--- config.mk ---
export PLATFORM = sky130hd
export DESIGN_NAME = fir_xifu_ex
export DESIGN_NICKNAME = d
export VERILOG_FILES = /design/src/rtl/fir_xifu_pkg.sv /design/src/rtl/fir_xifu_dotp.sv /design/src/rtl/fir_xifu_ex.sv
export SDC_FILE = /design/constraint.sdc
export NUM_CORES = 2
export LEC_CHECK = 0
export ABC_AREA = 0
export ABC_CLOCK_PERIOD_IN_PS = 4490
export CAP_MARGIN = 40
export CORE_MARGIN = 3
export CORE_UTILIZATION = 57
export CTS_CLUSTER_SIZE = 24
export DETAILED_ROUTE_END_ITERATION = 8
export GPL_TIMING_DRIVEN = 1
export PLACE_DENSITY_LB_ADDON = 0.25
export SLEW_MARGIN = 20
export SYNTH_ARGS = -nofsm -noshare
export SYNTH_HDL_FRONTEND = slang
export SYNTH_SLANG_ARGS = --single-unit
--- constraint.sdc ---
create_clock -name clk_i -period 4.49 [get_ports clk_i]
set_input_delay 1.347 -clock clk_i [delete_from_list [all_inputs] [get_ports clk_i]]
set_output_delay 1.347 -clock clk_i [all_outputs]
set_load 0.02 [all_outputs]
--- src/rtl/fir_xifu_pkg.sv ---
// Shared types and constants for the FIR XIFU pipeline.
// Consumers: fir_xifu_ex, fir_xifu_dotp (FIR_XIFU_DOTP_SAT_EN honoured in dotp).
package fir_xifu_pkg;

    localparam int FIR_XIFU_LANE_WIDTH = 16;
    localparam logic [3:0] FIR_XIFU_BE_WORD = 4'b1111;

    typedef enum logic [1:0] {
        INSTR_INVALID  = 2'd0,
        INSTR_XFIRLW   = 2'd1,
        INSTR_XFIRSW   = 2'd2,
        INSTR_XFIRDOTP = 2'd3
    } fir_xifu_instr_t;

    typedef enum logic [1:0] {
        EX_EMPTY   = 2'd0,
        EX_MEM_REQ = 2'd1,
        EX_FULL    = 2'd2
    } fir_xifu_ex_state_t;

    typedef struct packed {
        fir_xifu_instr_t instr;
        logic [31:0]     base;
        logic [11:0]     offset;
        logic [4:0]      rs1;
        logic [4:0]      rd;
    } fir_xifu_id2ex_t;

    typedef struct packed {
        logic [31:0] op_a;
        logic [31:0] op_b;
        logic [31:0] op_c;
    } fir_xifu_ctrl2ex_t;

    typedef struct packed {
        fir_xifu_instr_t instr;
        logic [31:0]     result;
        logic [4:0]      rs1;
        logic [4:0]      rd;
    } fir_xifu_ex2wb_t;

    // State entered when an instruction is accepted into EX.
    function automatic fir_xifu_ex_state_t issue_state(
        input fir_xifu_instr_t instr
    );
        unique case (instr)
            INSTR_XFIRDOTP: return EX_FULL;
            INSTR_XFIRLW,
            INSTR_XFIRSW:   return EX_MEM_REQ;
            default:        return EX_EMPTY;
        endcase
    endfunction

endpackage

--- src/rtl/fir_xifu_dotp.sv ---
// 2x16b signed SIMD dot product with accumulate and optional Q shift.
// FIR_XIFU_DOTP_SAT_EN: clamp to 32b signed range instead of wrapping.
module fir_xifu_dotp
    import fir_xifu_pkg::*;
#(
    parameter int DOTP_SHIFT = 0
) (
    input  logic [31:0] op_a,
    input  logic [31:0] op_b,
    input  logic [31:0] op_c,
    output logic [31:0] result
);

    localparam int L = FIR_XIFU_LANE_WIDTH;

    logic signed [L-1:0] a_lo, a_hi, b_lo, b_hi;
    logic signed [31:0]  p_lo, p_hi, acc;
    logic signed [32:0]  p, p_sh;
    logic signed [33:0]  s;

    assign a_lo = op_a[L-1:0];
    assign a_hi = op_a[2*L-1:L];
    assign b_lo = op_b[L-1:0];
    assign b_hi = op_b[2*L-1:L];
    assign acc  = op_c;

    assign p_lo = 32'(a_lo) * 32'(b_lo);
    assign p_hi = 32'(a_hi) * 32'(b_hi);
    assign p    = 33'(p_lo) + 33'(p_hi);
    assign p_sh = p >>> DOTP_SHIFT;
    assign s    = 34'(acc) + 34'(p_sh);

`ifdef FIR_XIFU_DOTP_SAT_EN
    localparam logic signed [33:0] SMAX = 34'sh0_7FFF_FFFF;
    localparam logic signed [33:0] SMIN = 34'sh3_8000_0000;

    always_comb begin
        result = s[31:0];
        if (s > SMAX) begin
            result = 32'h7FFF_FFFF;
        end else if (s < SMIN) begin
            result = 32'h8000_0000;
        end
    end
`else
    logic unused_s_top;

    assign unused_s_top = ^s[33:32];
    assign result = s[31:0];
`endif

endmodule

--- src/rtl/fir_xifu_ex.sv ---
// FIR XIFU execute stage: dot product, word memory request, hand-off to WB.
// FIR_XIFU_DOTP_SAT_EN selects saturating dot product (see fir_xifu_dotp).
module fir_xifu_ex
    import fir_xifu_pkg::*;
#(
    parameter int DOTP_SHIFT = 0
) (
    input  logic              clk_i,
    input  logic              rst_ni,
    input  logic              flush_i,
    input  fir_xifu_id2ex_t   id2ex_i,
    input  logic              id_valid_i,
    output logic              ex_ready_o,
    input  fir_xifu_ctrl2ex_t ctrl2ex_i,
    output logic              mem_req_o,
    input  logic              mem_gnt_i,
    output logic              mem_we_o,
    output logic [31:0]       mem_addr_o,
    output logic [31:0]       mem_wdata_o,
    output logic [3:0]        mem_be_o,
    output fir_xifu_ex2wb_t   ex2wb_o,
    output logic              ex_valid_o,
    input  logic              wb_ready_i
);

    fir_xifu_ex_state_t state, next;
    fir_xifu_ex2wb_t    ex2wb_q;
    logic [31:0]        wdata_q;
    logic               kill_q;
    logic               ready;
    logic               accept;
    logic [31:0]        ea;
    logic [31:0]        dotp;

    fir_xifu_dotp #(
        .DOTP_SHIFT(DOTP_SHIFT)
    ) u_dotp (
        .op_a  (ctrl2ex_i.op_a),
        .op_b  (ctrl2ex_i.op_b),
        .op_c  (ctrl2ex_i.op_c),
        .result(dotp)
    );

    assign ea = id2ex_i.base + {{20{id2ex_i.offset[11]}}, id2ex_i.offset};

    always_comb begin
        ready  = 1'b0;
        accept = 1'b0;
        next   = state;
        unique case (state)
            EX_EMPTY: begin
                ready  = !flush_i;
                accept = id_valid_i && ready;
                if (accept) begin
                    next = issue_state(id2ex_i.instr);
                end
            end
            EX_MEM_REQ: begin
                if (mem_gnt_i) begin
                    next = (kill_q || flush_i) ? EX_EMPTY : EX_FULL;
                end
            end
            EX_FULL: begin
                ready  = wb_ready_i && !flush_i;
                accept = id_valid_i && ready;
                if (flush_i) begin
                    next = EX_EMPTY;
                end else if (wb_ready_i) begin
                    next = accept ? issue_state(id2ex_i.instr) : EX_EMPTY;
                end
            end
            default: next = EX_EMPTY;
        endcase
    end

    // Memory ops carry their unaligned ea as result from accept onward.
    always_ff @(posedge clk_i or negedge rst_ni) begin
        if (!rst_ni) begin
            state   <= EX_EMPTY;
            ex2wb_q <= '0;
            wdata_q <= '0;
            kill_q  <= 1'b0;
        end else begin
            state <= next;
            if (accept && id2ex_i.instr != INSTR_INVALID) begin
                ex2wb_q.instr  <= id2ex_i.instr;
                ex2wb_q.result <= (id2ex_i.instr == INSTR_XFIRDOTP) ?
                                  dotp : ea;
                ex2wb_q.rs1    <= id2ex_i.rs1;
                ex2wb_q.rd     <= id2ex_i.rd;
                wdata_q        <= ctrl2ex_i.op_b;
            end
            if (state == EX_MEM_REQ) begin
                kill_q <= (kill_q || flush_i) && !mem_gnt_i;
            end else begin
                kill_q <= 1'b0;
            end
        end
    end

    assign ex_ready_o  = ready;
    assign ex_valid_o  = (state == EX_FULL);
    assign mem_req_o   = (state == EX_MEM_REQ);
    assign mem_we_o    = mem_req_o && (ex2wb_q.instr == INSTR_XFIRSW);
    assign mem_addr_o  = mem_req_o ? {ex2wb_q.result[31:2], 2'b00} : '0;
    assign mem_wdata_o = mem_we_o ? wdata_q : '0;
    assign mem_be_o    = FIR_XIFU_BE_WORD;
    assign ex2wb_o     = ex2wb_q;

endmodule

==> impl_metrics.json <==
{
  "wl_per_cell_um": 20.3,
  "antenna_found_initial": 3,
  "worst_slew_pin_slew_ns": 0.729,
  "maxCapViolations": 0,
  "synth_area_per_cell_um2": 9.05,
  "drive_gt1_share_pct": 24.2,
  "die_w_um": 220,
  "dr.first_iter.drc_count": 1490,
  "synth_warnings": 0,
  "die-area_um2": 48500,
  "fp.dieH_um": 220,
  "synth_area_um2": 26200,
  "worstSetupPathType": "in2reg",
  "final_cells": 4115,
  "synth.top_cells.by_count": "702 x inv_1, 623 x fa_1, 436 x nand2_1, 284 x and2_1, 170 x ha_1",
  "final_hold_viol_count": 0,
  "crit_path_max_fanout": 10,
  "grt_pass1_wl_um": 129000,
  "grt_pass1_vias": 25100,
  "ant_nets": 0,
  "synth_enable_flop_cells": 0,
  "yosysMostFrequentCell": "inv_1",
  "slew_viol_final": 0,
  "cts_tree": "yes",
  "gr-usage-met1_pct": 40.0,
  "clockBufferDepth": 2,
  "portBuffers": 267,
  "synth_top_area_share_pct": 47.7,
  "setup_ws_ns": -3.35,
  "cts_root_buf": "clkbuf_16",
  "grtUsageTotal_pct": 34.8,
  "clk_pin_slew_ns": 0.07,
  "grt.overflow.total": 0,
  "synth_cell_types": 74,
  "place_inst": 3970,
  "setup_viol": 29,
  "hold_class": "reg2reg",
  "nets": 4467,
  "gp_congestion": 0.943,
  "start_util_pct": 58.4,
  "io_pins": 274,
  "top_usage_layer": "met2",
  "num_rows": 77,
  "syn_to_final_growth_pct": 34.1,
  "post-route-period-util_pct": 175,
  "rsz0062_at_grt": "yes",
  "htreeDepth": 3,
  "use_met2_pct": 60.3,
  "grt_max_degree": 52,
  "drc": 0,
  "ys_seq_area_share_pct": 7.56,
  "status": "complete, but fails checks",
  "cp.arrival_ns": 8.11,
  "relSlewSlack_pct": 51.3,
  "met3_usage_pct": 6.65,
  "core-area_um2": 44800,
  "dp_hpwl_um": 65300,
  "endpoint_kind": "flop",
  "numCtsBuffers": 9,
  "period_needed_ns": 7.84,
  "clock_latency_ns": 0.39,
  "routed-via-count": 22400,
  "drt-total-wl_um": 83300,
  "synthArstFlopShare_pct": 100,
  "synth_ff_type": "dfrtp_1",
  "vias_per_cell": 5.44,
  "finClkSkew_ns": 0.00821,
  "ys_seq_elements": 79,
  "cp-start-kind": "primary input",
  "fmax_ghz": 0.128,
  "cts.sinks": 79,
  "yosys.area.top_type": "fa_1",
  "first_pass_iters": 6,
  "worst-endpoint-required_ns": 4.77,
  "synthTopCellsByArea": "fa_1 48%, inv_1 10%, ha_1 8.1%, dfrtp_1 7.6%, and2_1 6.8%",
  "violations": "negative setup slack",
  "fillCellCount": 2893,
  "netlist_instances": 2890,
  "cts_hold_buf": 0
}
==> layout by cell type, fill, tap and decap left out, types with 27 or more instances in the layout <==
cell | netlist | final
fa_2 | 0 | 42
dfrtp_1 | 79 | 79
buf_4 | 6 | 313
o21ai_0 | 53 | 27
ha_4 | 0 | 30
and2_4 | 0 | 43
xnor2_1 | 52 | 42
inv_2 | 0 | 73
fa_1 | 623 | 581
nor2_1 | 89 | 80
buf_6 | 0 | 95
clkdlybuf4s50_1 | 0 | 195
nand2_1 | 436 | 389
nand2_2 | 1 | 30
o21ai_1 | 14 | 28
and2_1 | 284 | 241
a21oi_1 | 49 | 34
buf_12 | 0 | 39
inv_1 | 702 | 623
ha_1 | 170 | 136
==> what timing repair did <==
| action | 4_1_cts | 5_1_grt |
|---|---|---|
| pin swaps | 224 | 154 |
| gates resized for setup | 468 | 234 |
| setup endpoints to repair | 30 | 30 |
| cloned | 4 | 5 |
| buffers inserted | 99 | 37 |
==> through the flow <==
step / cell area (um2) / TNS [ns] / setup slack (ns) / hold slack, ns / util, %
4_1_cts: 34500 / -79.55 / -3.40 / 0.472 / 76.9
3_3_place_gp: 32400 / -104.43 / -4.16 / 0.449 / 72.4
2_1_floorplan: 26700 / -76.82 / -3.48 / 0.437 / -
5_1_grt: 35100 / -83.07 / -3.55 / 0.495 / 78.3
6_report: 35100 / -78.18 / -3.35 / 0.476 / 78.3
3_5_place_dp: 32400 / -107.30 / -4.29 / 0.456 / 72.4
==> worst paths after layout <==
check | to | cells after the start | slack [ns] | from
worst max-delay path | ex2wb_o[41] | 23 | -3.35 | ctrl2ex_i[92]
worst max register to register | ex2wb_o[41] | 8 | 1.98 | state[0]
worst min register to register | wdata_q[22] | 2 | 0.48 | wdata_q[22]
max in group asynchronous | ex2wb_o[19] | 3 | 2.85 | rst_ni
min in group asynchronous | wdata_q[19] | 1 | 0.82 | rst_ni
worst min-delay path | wdata_q[22] | 2 | 0.48 | wdata_q[22]
==> flip-flops by register name, indices dropped and copies added (netlist names) <==
register	count
ex2wb_o	44
wdata_q	32
kill_q	1
state	2
==> final cells by class <==
class / count / area (um2) / area share, %
Inverter: 702 / 2650 / 7.56
Clock buffer: 9 / 225 / 0.642
Timing Repair Buffer: 722 / 6950 / 19.8
Sequential cell: 79 / 1980 / 5.63
Multi-Input combinational cell: 2002 / 22500 / 64.1
Clock inverter: 7 / 55.1 / 0.157
Antenna cell: 2 / 5.00 / 0.0143
Tap cell: 592 / 741 / 2.11
==> cells by family (layout without fill, tap and decap cells) <==
group	Yosys count	count (layout)	share of synthesized area [%]
AOI/OAI and AO/OA	242	242	6.16
xor gates and xnor gates	61	61	2.04
adders and majority gates	793	793	55.8
buffers and inverters	813	1440	11.8
DFF	79	79	7.56
muxes	9	9	0.349
other	2	8	0.0287
and+or+nand+nor	891	891	16.3
==> routing by layer <==
| layer | part of all wire, % | wire length [um] |
|---|---|---|
| met1 | 34 | 28500 |
| met2 | 51 | 42400 |
| met3 | 7.4 | 6160 |
| met4 | 7.6 | 6320 |
| met5 | 0 | 0 |
==> critical path, stage by stage <==
cell	delay, ns
clkdlybuf4s15_2	0.20
buf_12	0.14
buf_4	0.18
and2_1	0.17
fa_1	0.52
fa_1	0.45
fa_1	0.51
fa_1	0.56
fa_1	0.58
fa_2	0.45
fa_1	0.52
inv_1	0.05
fa_1	0.49
inv_2	0.05
ha_4	0.23
a211oi_2	0.21
nor2_1	0.08
a211o_4	0.31
a221oi_4	0.32
nand2_2	0.13
a2111oi_4	0.28
a41oi_1	0.07
a32o_1	0.25
Power is not shown: default switching activity piles up to over one toggle a cycle in this logic, so the estimate is an artifact.
